## src/rtl/alu_pkg.sv

```systemverilog
// alu_pkg: FSM state enum, ALU control/flag widths and requester id shared by alu_arbiter and rr_arbiter_2
package alu_pkg;
  localparam int ALU_CTRL_W = 3;
  localparam int ALU_FLAGS_W = 4;
  typedef enum logic [1:0] {IDLE, ISSUE, CAPTURE, DONE} state_t;
  typedef logic req_id_t;
endpackage

```

## src/rtl/rr_arbiter_2.sv

```systemverilog
// rr_arbiter_2: two-way round-robin grant (clk, reset, req[1:0], accept in; grant out), last grant recorded only on accept
module rr_arbiter_2
  import alu_pkg::*;
(
  input  logic       clk,
  input  logic       reset,
  input  logic [1:0] req,
  input  logic       accept,
  output req_id_t    grant
);
  req_id_t last;
  assign grant = &req ? ~last : req[1];
  always_ff @(posedge clk or posedge reset)
    if (reset) last <= 1'b1;
    else if (accept) last <= grant;
endmodule

```

## src/rtl/alu_arbiter.sv

```systemverilog
// alu_arbiter: shares one registered external ALU between two requesters (req/a/b/op in; done/result/flags/busy/op_count out; alu_a/alu_b/alu_ctrl to ALU, alu_result/alu_flags back)
module alu_arbiter
  import alu_pkg::*;
#(
  parameter int WIDTH  = 4,
  parameter int CTRL_W = ALU_CTRL_W
) (
  input  logic                   clk,
  input  logic                   reset,
  input  logic [1:0]             req,
  input  logic [WIDTH-1:0]       a0,
  input  logic [WIDTH-1:0]       b0,
  input  logic [CTRL_W-1:0]      op0,
  input  logic [WIDTH-1:0]       a1,
  input  logic [WIDTH-1:0]       b1,
  input  logic [CTRL_W-1:0]      op1,
  output logic [1:0]             done,
  output logic [WIDTH-1:0]       result,
  output logic [ALU_FLAGS_W-1:0] flags,
  output logic                   busy,
  output logic [WIDTH-1:0]       alu_a,
  output logic [WIDTH-1:0]       alu_b,
  output logic [CTRL_W-1:0]      alu_ctrl,
  input  logic [WIDTH-1:0]       alu_result,
  input  logic [ALU_FLAGS_W-1:0] alu_flags,
  output logic [7:0]             op_count
);
  state_t  state, state_nx;
  req_id_t grant, owner;
  logic    accept;
  assign accept = state == IDLE && |req;
  rr_arbiter_2 u_arb (
    .clk(clk),
    .reset(reset),
    .req(req),
    .accept(accept),
    .grant(grant)
  );
  always_ff @(posedge clk or posedge reset)
    if (reset) state <= IDLE;
    else state <= state_nx;
  always_comb begin
    state_nx = state;
    busy = 1'b0;
    done = 2'b00;
    state_nx = state == IDLE ? (accept ? ISSUE : IDLE) :
               state == ISSUE ? CAPTURE :
               state == CAPTURE ? DONE : IDLE;
    busy = state != IDLE;
    done = state == DONE ? (owner ? 2'b10 : 2'b01) : 2'b00;
  end
  // operand registers double as the ALU drive, so they only move on a grant
  always_ff @(posedge clk or posedge reset)
    if (reset) begin
      owner <= 1'b0;
      alu_a <= '0;
      alu_b <= '0;
      alu_ctrl <= '0;
      result <= '0;
      flags <= '0;
      op_count <= '0;
    end else begin
      if (accept) begin
        owner <= grant;
        alu_a <= grant ? a1 : a0;
        alu_b <= grant ? b1 : b0;
        alu_ctrl <= grant ? op1 : op0;
      end
      if (state == CAPTURE) begin
        result <= alu_result;
        flags <= alu_flags;
      end
      if (state == DONE && op_count != 8'hff) op_count <= op_count + 8'd1;
    end
endmodule

```

## config.mk

```make
export PLATFORM = sky130hd
export DESIGN_NAME = alu_arbiter
export DESIGN_NICKNAME = d
export VERILOG_FILES = /design/src/rtl/alu_pkg.sv /design/src/rtl/rr_arbiter_2.sv /design/src/rtl/alu_arbiter.sv
export SDC_FILE = /design/constraint.sdc
export NUM_CORES = 1
export LEC_CHECK = 0
export BUFFER_PORTS_ARGS = -buffer_cell sky130_fd_sc_hd__buf_2
export CELL_PAD_IN_SITES_DETAIL_PLACEMENT = 0
export CELL_PAD_IN_SITES_GLOBAL_PLACEMENT = 1
export CORE_MARGIN = 1
export CORE_UTILIZATION = 35
export DETAILED_ROUTE_END_ITERATION = 16
export GPL_TIMING_DRIVEN = 0
export PLACE_DENSITY = 0.82
export REMOVE_ABC_BUFFERS = 1
export SLEW_MARGIN = 10
export SYNTH_ARGS = -nofsm -noshare
export SYNTH_HDL_FRONTEND = slang
export SYNTH_SLANG_ARGS = --single-unit
```

## constraint.sdc

```tcl
create_clock -name clk -period 1.8 [get_ports clk]
set_input_delay 0.18 -clock clk [delete_from_list [all_inputs] [get_ports clk]]
set_output_delay 0.18 -clock clk [all_outputs]
set_load 0.01 [all_outputs]
```

==> results.toml, run 1 <==
[setup_path]
crit_type = "reg -> reg"
cp-start-kind = "register"
end_kind = "register"
path_max_fanout = 24
cp.required_ns = 1.96
cp.arrival_ns = 1.73
rr_worst_depth = 4

[power_and_ir_drop]
switching_power_mw = 1.15
cellLeakagePower_nw = 0.967
share_comb_of_total_power_pct = 42.5
clock_power_share_pct = 16.6
p_int_mw = 1.92
vdd_drop_max_uv = 510
fin_total_pwr_mw = 3.06
seq_power_share_pct = 40.8
swShare_pct = 37.5
power.density_nw_per_um2 = 1610

[run_status]
status = "finished with violations"
violations = "negative hold slack"

[global_routing]
grt_use_total_pct = 15.4
grt_pass1_vias = 1141
grt.overflow.total = 0
grt_max_degree = 32
grt_pass1_wl_um = 4950
antenna_found_initial = 0

[timing]
hold_violations = 28
slew_viol_final = 0
worstMarginPinSlew_ns = 1.09
rsz0062_at_grt = "false"
setup_viol = 0
maxSlewHeadroom_pct = 27.3
finalCritPeriodShare_pct = 87.0
whs_ns = -0.0146
finalCriticalPeriod_ns = 1.57
fmax_mhz = 638
finalClockSkew_ns = 0.00602
finalSetupTns_ns = 0
layout_setup_ws_ns = 0.233

[clocking]
cts-buffers-inserted = 5
ctsRootBufferMaster = "clkbuf_8"
cts_hold_buf = 0
cts_setup_buffers = 0
htree_levels = 2
cts_tree = "yes"
clk_latency_ns = 0.28
clk_pin_slew_ns = 0.07
post_cts_resized = 0
clock_path_buffers = 2
cts.sinks = 31

[drt]
drtIter0Drc = 38
vias = 1131
first_pass_iters = 2
via_per_inst = 4.79
drt_wl_total_um = 2940
drtAntennaViolNets = 0
drcViolationCount = 0
wl_per_cell_um = 12.4

[floorplan]
io_pins = 64
core_um2 = 4030
die_width_um = 66.8
initial_core_util_pct = 36.5
dieArea_um2 = 4460
die_h_um = 66.8
placement_rows = 23

[placement]
place_ws_ns = 0.187
hpwl_um = 2220
gp_congestion = 0.643
placed_area_um2 = 1820
placed_cells = 228
place.port_buffers = 63

[synth]
yosysWarningCount = 0
synth_area_leaders = "dfrtp_1 51%, mux2_2 8.4%, mux2i_1 7.5%"
synth_edf_count = 0
post-synth-top-count-cell = "dfrtp_1"
ys.flop_type = "dfrtp_1"
syn_area_um2 = 1470
synth.avg_cell_area_um2 = 12.3
ys_seq_area_share_pct = 52.9
synth_cells = 119
ys_ff_latch = 31
ys_top_cells_by_count = "30 x dfrtp_1, 15 x nand2_1, 11 x mux2_2, 11 x mux2i_1, 10 x o21ai_2"
async_flop_share_pct = 100
ys_types = 32
synth.largest_area_cell = "dfrtp_1"
synth_top_area_share_pct = 51.1

[layout]
area_growth_pct = 29.5
num_antenna_cells = 0
fin_util_pct = 47.2
final_cells = 236
final_area_um2 = 1900
nNetsFinal = 224
layout-drive-gt1-share_pct = 52.2

[run]
drv_cap = 0

[min_path]
hold_class = "in -> async"
[worst max-delay path, cell delays in order, from the launching register on]
cell     delay [ns]
dfrtp_1        0.38
inv_1          0.10
ha_1           0.28
o21ai_2        0.34
a22o_1         0.35
[cell families after synthesis]
family | share of synthesized area, %
xor gates and xnor gates | 1.79
DFF | 52.9
AOI/OAI and AO/OA | 11.9
muxes | 17.0
adders and majority gates | 4.26
and+or+nand+nor | 8.86
buffers and inverters | 3.32
[power groups by stage]
stage | Clock, mW | Combinational (mW) | Sequential [mW]
3_5_place_dp | 0 | 1.34 | 1.26
3_3_place_gp | 0 | 1.27 | 1.24
4_1_cts | 0.530 | 1.33 | 1.26
2_1_floorplan | 0 | 0.716 | 1.37
5_1_grt | 0.575 | 1.45 | 1.31
6_report | 0.510 | 1.30 | 1.25
[final timing paths]
path | start | end | slack, ns
max | state[0] | owner | 0.23
min | reset | op_count[6] | -0.01
max reg2reg | state[0] | owner | 0.23
min reg2reg | alu_b[2] | alu_b[2] | 0.47
max in group asynchronous | reset | alu_a[2] | 1.39
min in group clk | req[0] | u_arb.last | 0.12
[layout by cell type (no fill, tap or decap), types with 2 or more instances in the layout]
| master | n |
|---|---|
| o21ai_0 | 4 |
| inv_1 | 5 |
| clkbuf_8 | 5 |
| ha_1 | 5 |
| mux2i_1 | 11 |
| nand2_1 | 15 |
| xnor2_1 | 2 |
| clkbuf_1 | 2 |
| o21ai_2 | 10 |
| dfrtp_1 | 30 |
| buf_2 | 63 |
| mux2_2 | 11 |
[registers in the layout, indices dropped and copies added (netlist names)]
name        cells
op_count        8
alu_a           4
alu_b           4
flags           4
result          4
alu_ctrl        3
state           2
owner           1
u_arb.last      1
[layer usage]
layer | track usage [%] | routed length (µm) | up-vias
met5 | 0 | 0 | -
met3 | 7.53 | 276 | 2
met2 | 27.0 | 1480 | 53
li1 | - | - | 544
met4 | 5.59 | 12 | 0
met1 | 15.6 | 1160 | 532
[layout make-up]
cell class / instances / area, µm²
multi-input cells: 78 / 643
clock buffers: 7 / 76.3
repair buffers: 63 / 315
fillers: 395 / 2130
well taps: 50 / 62.6
inverters: 6 / 22.5
clock inverters: 1 / 5.00
flip-flops and latches: 31 / 777
Note: power is estimated with default switching activity, not from simulation.
==> run 2: changes to the inputs <==
--- a/config.mk
+++ b/config.mk
@@ -12,9 +12,10 @@
 export CORE_UTILIZATION = 35
 export DETAILED_ROUTE_END_ITERATION = 16
 export GPL_TIMING_DRIVEN = 0
-export PLACE_DENSITY = 0.82
+export PLACE_DENSITY = 0.83
 export REMOVE_ABC_BUFFERS = 1
 export SLEW_MARGIN = 10
 export SYNTH_ARGS = -nofsm -noshare
 export SYNTH_HDL_FRONTEND = slang
 export SYNTH_SLANG_ARGS = --single-unit
+export TNS_END_PERCENT = 100
==> constraint.sdc (replaced) <==
create_clock -name clk -period 1.5 [get_ports clk]
set_input_delay 0.15 -clock clk [delete_from_list [all_inputs] [get_ports clk]]
set_output_delay 0.15 -clock clk [all_outputs]
set_load 0.01 [all_outputs]
==> run 2 against run 1 <==
The run still ends with negative hold slack left. First-iteration DRC count decreased by 58%. Die area unchanged. Critical endpoint is now busy. Sequential power increased by 20%. Non-clock buffer count increased by 2. Sequential cell count unchanged. Utilization increased by 1.1 points. Clock-buffer cell count increased by 1. Combinational power increased by 27%. Setup slack got worse by 0.15 ns.
==> results.toml, run 2 (synthesis gave the netlist of run 1 again) <==
[run_status]
status = "finished with violations"
violations = "negative hold slack"

[power_and_ir_drop]
cellLeakagePower_nw = 0.972
swShare_pct = 37.1
p_int_mw = 2.36
share_comb_of_total_power_pct = 44.0
switching_power_mw = 1.40
clock_power_share_pct = 16.2
seq_power_share_pct = 39.8
power.density_nw_per_um2 = 1930
vdd_drop_max_uv = 694
fin_total_pwr_mw = 3.76

[clocking]
clk_latency_ns = 0.27
clock_path_buffers = 2
cts.sinks = 31
ctsRootBufferMaster = "clkbuf_8"
cts-buffers-inserted = 5
cts_hold_buf = 0
clk_pin_slew_ns = 0.06
cts_tree = "yes"
htree_levels = 2

[timing]
finalClockSkew_ns = 0.00447
setup_viol = 0
finalSetupTns_ns = 0
finalCriticalPeriod_ns = 1.42
fmax_mhz = 704
layout_setup_ws_ns = 0.0800
finalCritPeriodShare_pct = 94.7
slew_viol_final = 0
hold_violations = 30
maxSlewHeadroom_pct = 57.4
whs_ns = -0.0417
worstMarginPinSlew_ns = 0.638

[layout]
final_cells = 239
layout-drive-gt1-share_pct = 54.0
final_area_um2 = 1950
layout_commonest_cell = "buf_2"
nNetsFinal = 227
fin_util_pct = 48.3
largest_reg_flops = 8
area_growth_pct = 32.5
top_register = "op_count"
num_antenna_cells = 0
final_cell_mix = "63 x buf_2, 30 x dfrtp_1, 15 x nand2_1, 11 x mux2_2, 11 x mux2i_1"

[setup_path]
rr_worst_depth = 4
slowest_delay_ns = 0.38
crit_buf_inv = 3
cp_cell_sequence = "inv_1 > ha_2 > inv_1 > buf_2"
end_kind = "output pin"
path_max_fanout = 7
crit_path_start = "state[0]"
timing.rr.end = "op_count[7]"
cp_num_cells = 4
rrSetupSlack_ns = 0.08
crit_top_cell = "inv_1"
cp.required_ns = 1.35
cp.arrival_ns = 1.27
crit_slowest_cell = "dfrtp_1"
crit_family = "flip-flops"
r2r-start = "state[1]"
cp-start-kind = "register"
crit_type = "reg -> out"

[floorplan]
placement_rows = 23
initial_core_util_pct = 36.5
core_um2 = 4030
die_width_um = 66.8
die_h_um = 66.8
dieArea_um2 = 4460
io_pins = 64

[placement]
place.port_buffers = 63
placed_area_um2 = 1820
hpwl_um = 2090
placed_cells = 228
place_ws_ns = -0.0561
gp_congestion = 0.637

[drt]
drt_wl_total_um = 2940
via_per_inst = 4.80
first_pass_iters = 3
drtAntennaViolNets = 0
drtIter0Drc = 16
drcViolationCount = 0
vias = 1147
wl_per_cell_um = 12.3

[global_routing]
antenna_found_initial = 0
grt.overflow.total = 0
grt_pass1_wl_um = 4870
grt_max_degree = 32
grt_use_total_pct = 14.8
grt_pass1_vias = 1106

[run]
drv_cap = 0

[min_path]
hold_class = "in -> async"
[run 2: worst reg2reg max path, cell delays in order, from the launching register on]
cell and delay [ns]:
dfrtp_1 0.39, ha_2 0.26, and4_4 0.27, nand3_2 0.08, mux2_4 0.31
[run 2: layout make-up]
type	count	area (µm²)
Timing Repair Buffer	65	330
Inverter	6	22.5
Clock buffer	8	80.1
Fill cell	377	2080
Sequential cell	31	777
Multi-Input combinational cell	79	674
Tap cell	50	62.6
[run 2: power groups by stage]
stage / sequential (mW) / clock [mW] / combinational [mW]
final: 1.50 / 0.609 / 1.65
after global routing: 1.56 / 0.682 / 1.86
after CTS: 1.50 / 0.637 / 1.60
after detailed placement: 1.51 / 0 / 1.58
after global placement: 1.49 / 0 / 1.52
after floorplan: 1.65 / 0 / 0.860
[run 2: how the worst max path moves through the flow]
stage | endpoint | slack (ns)
2_1_floorplan | op_count[1] | 0.11
3_3_place_gp | owner | -0.01
3_5_place_dp | owner | -0.06
4_1_cts | op_count[7] | 0.03
5_1_grt | busy | -0.006
6_report | busy | 0.08
[run 2: routing by layer]
layer	up-vias	part of all wire [%]	global-route usage, %
met5	-	0	0
met2	50	49	25.4
met3	3	7.4	5.48
met4	0	0.85	3.99
met1	540	43	17.0
li1	554	-	-
[run 2: what timing repair did]
action,CTS,global route
setup endpoints to repair,12,14
endpoints found under the hold margin,0,0
pin swaps,0,1
gates resized for setup,1,4
gates cloned,0,1
setup buffers,0,2
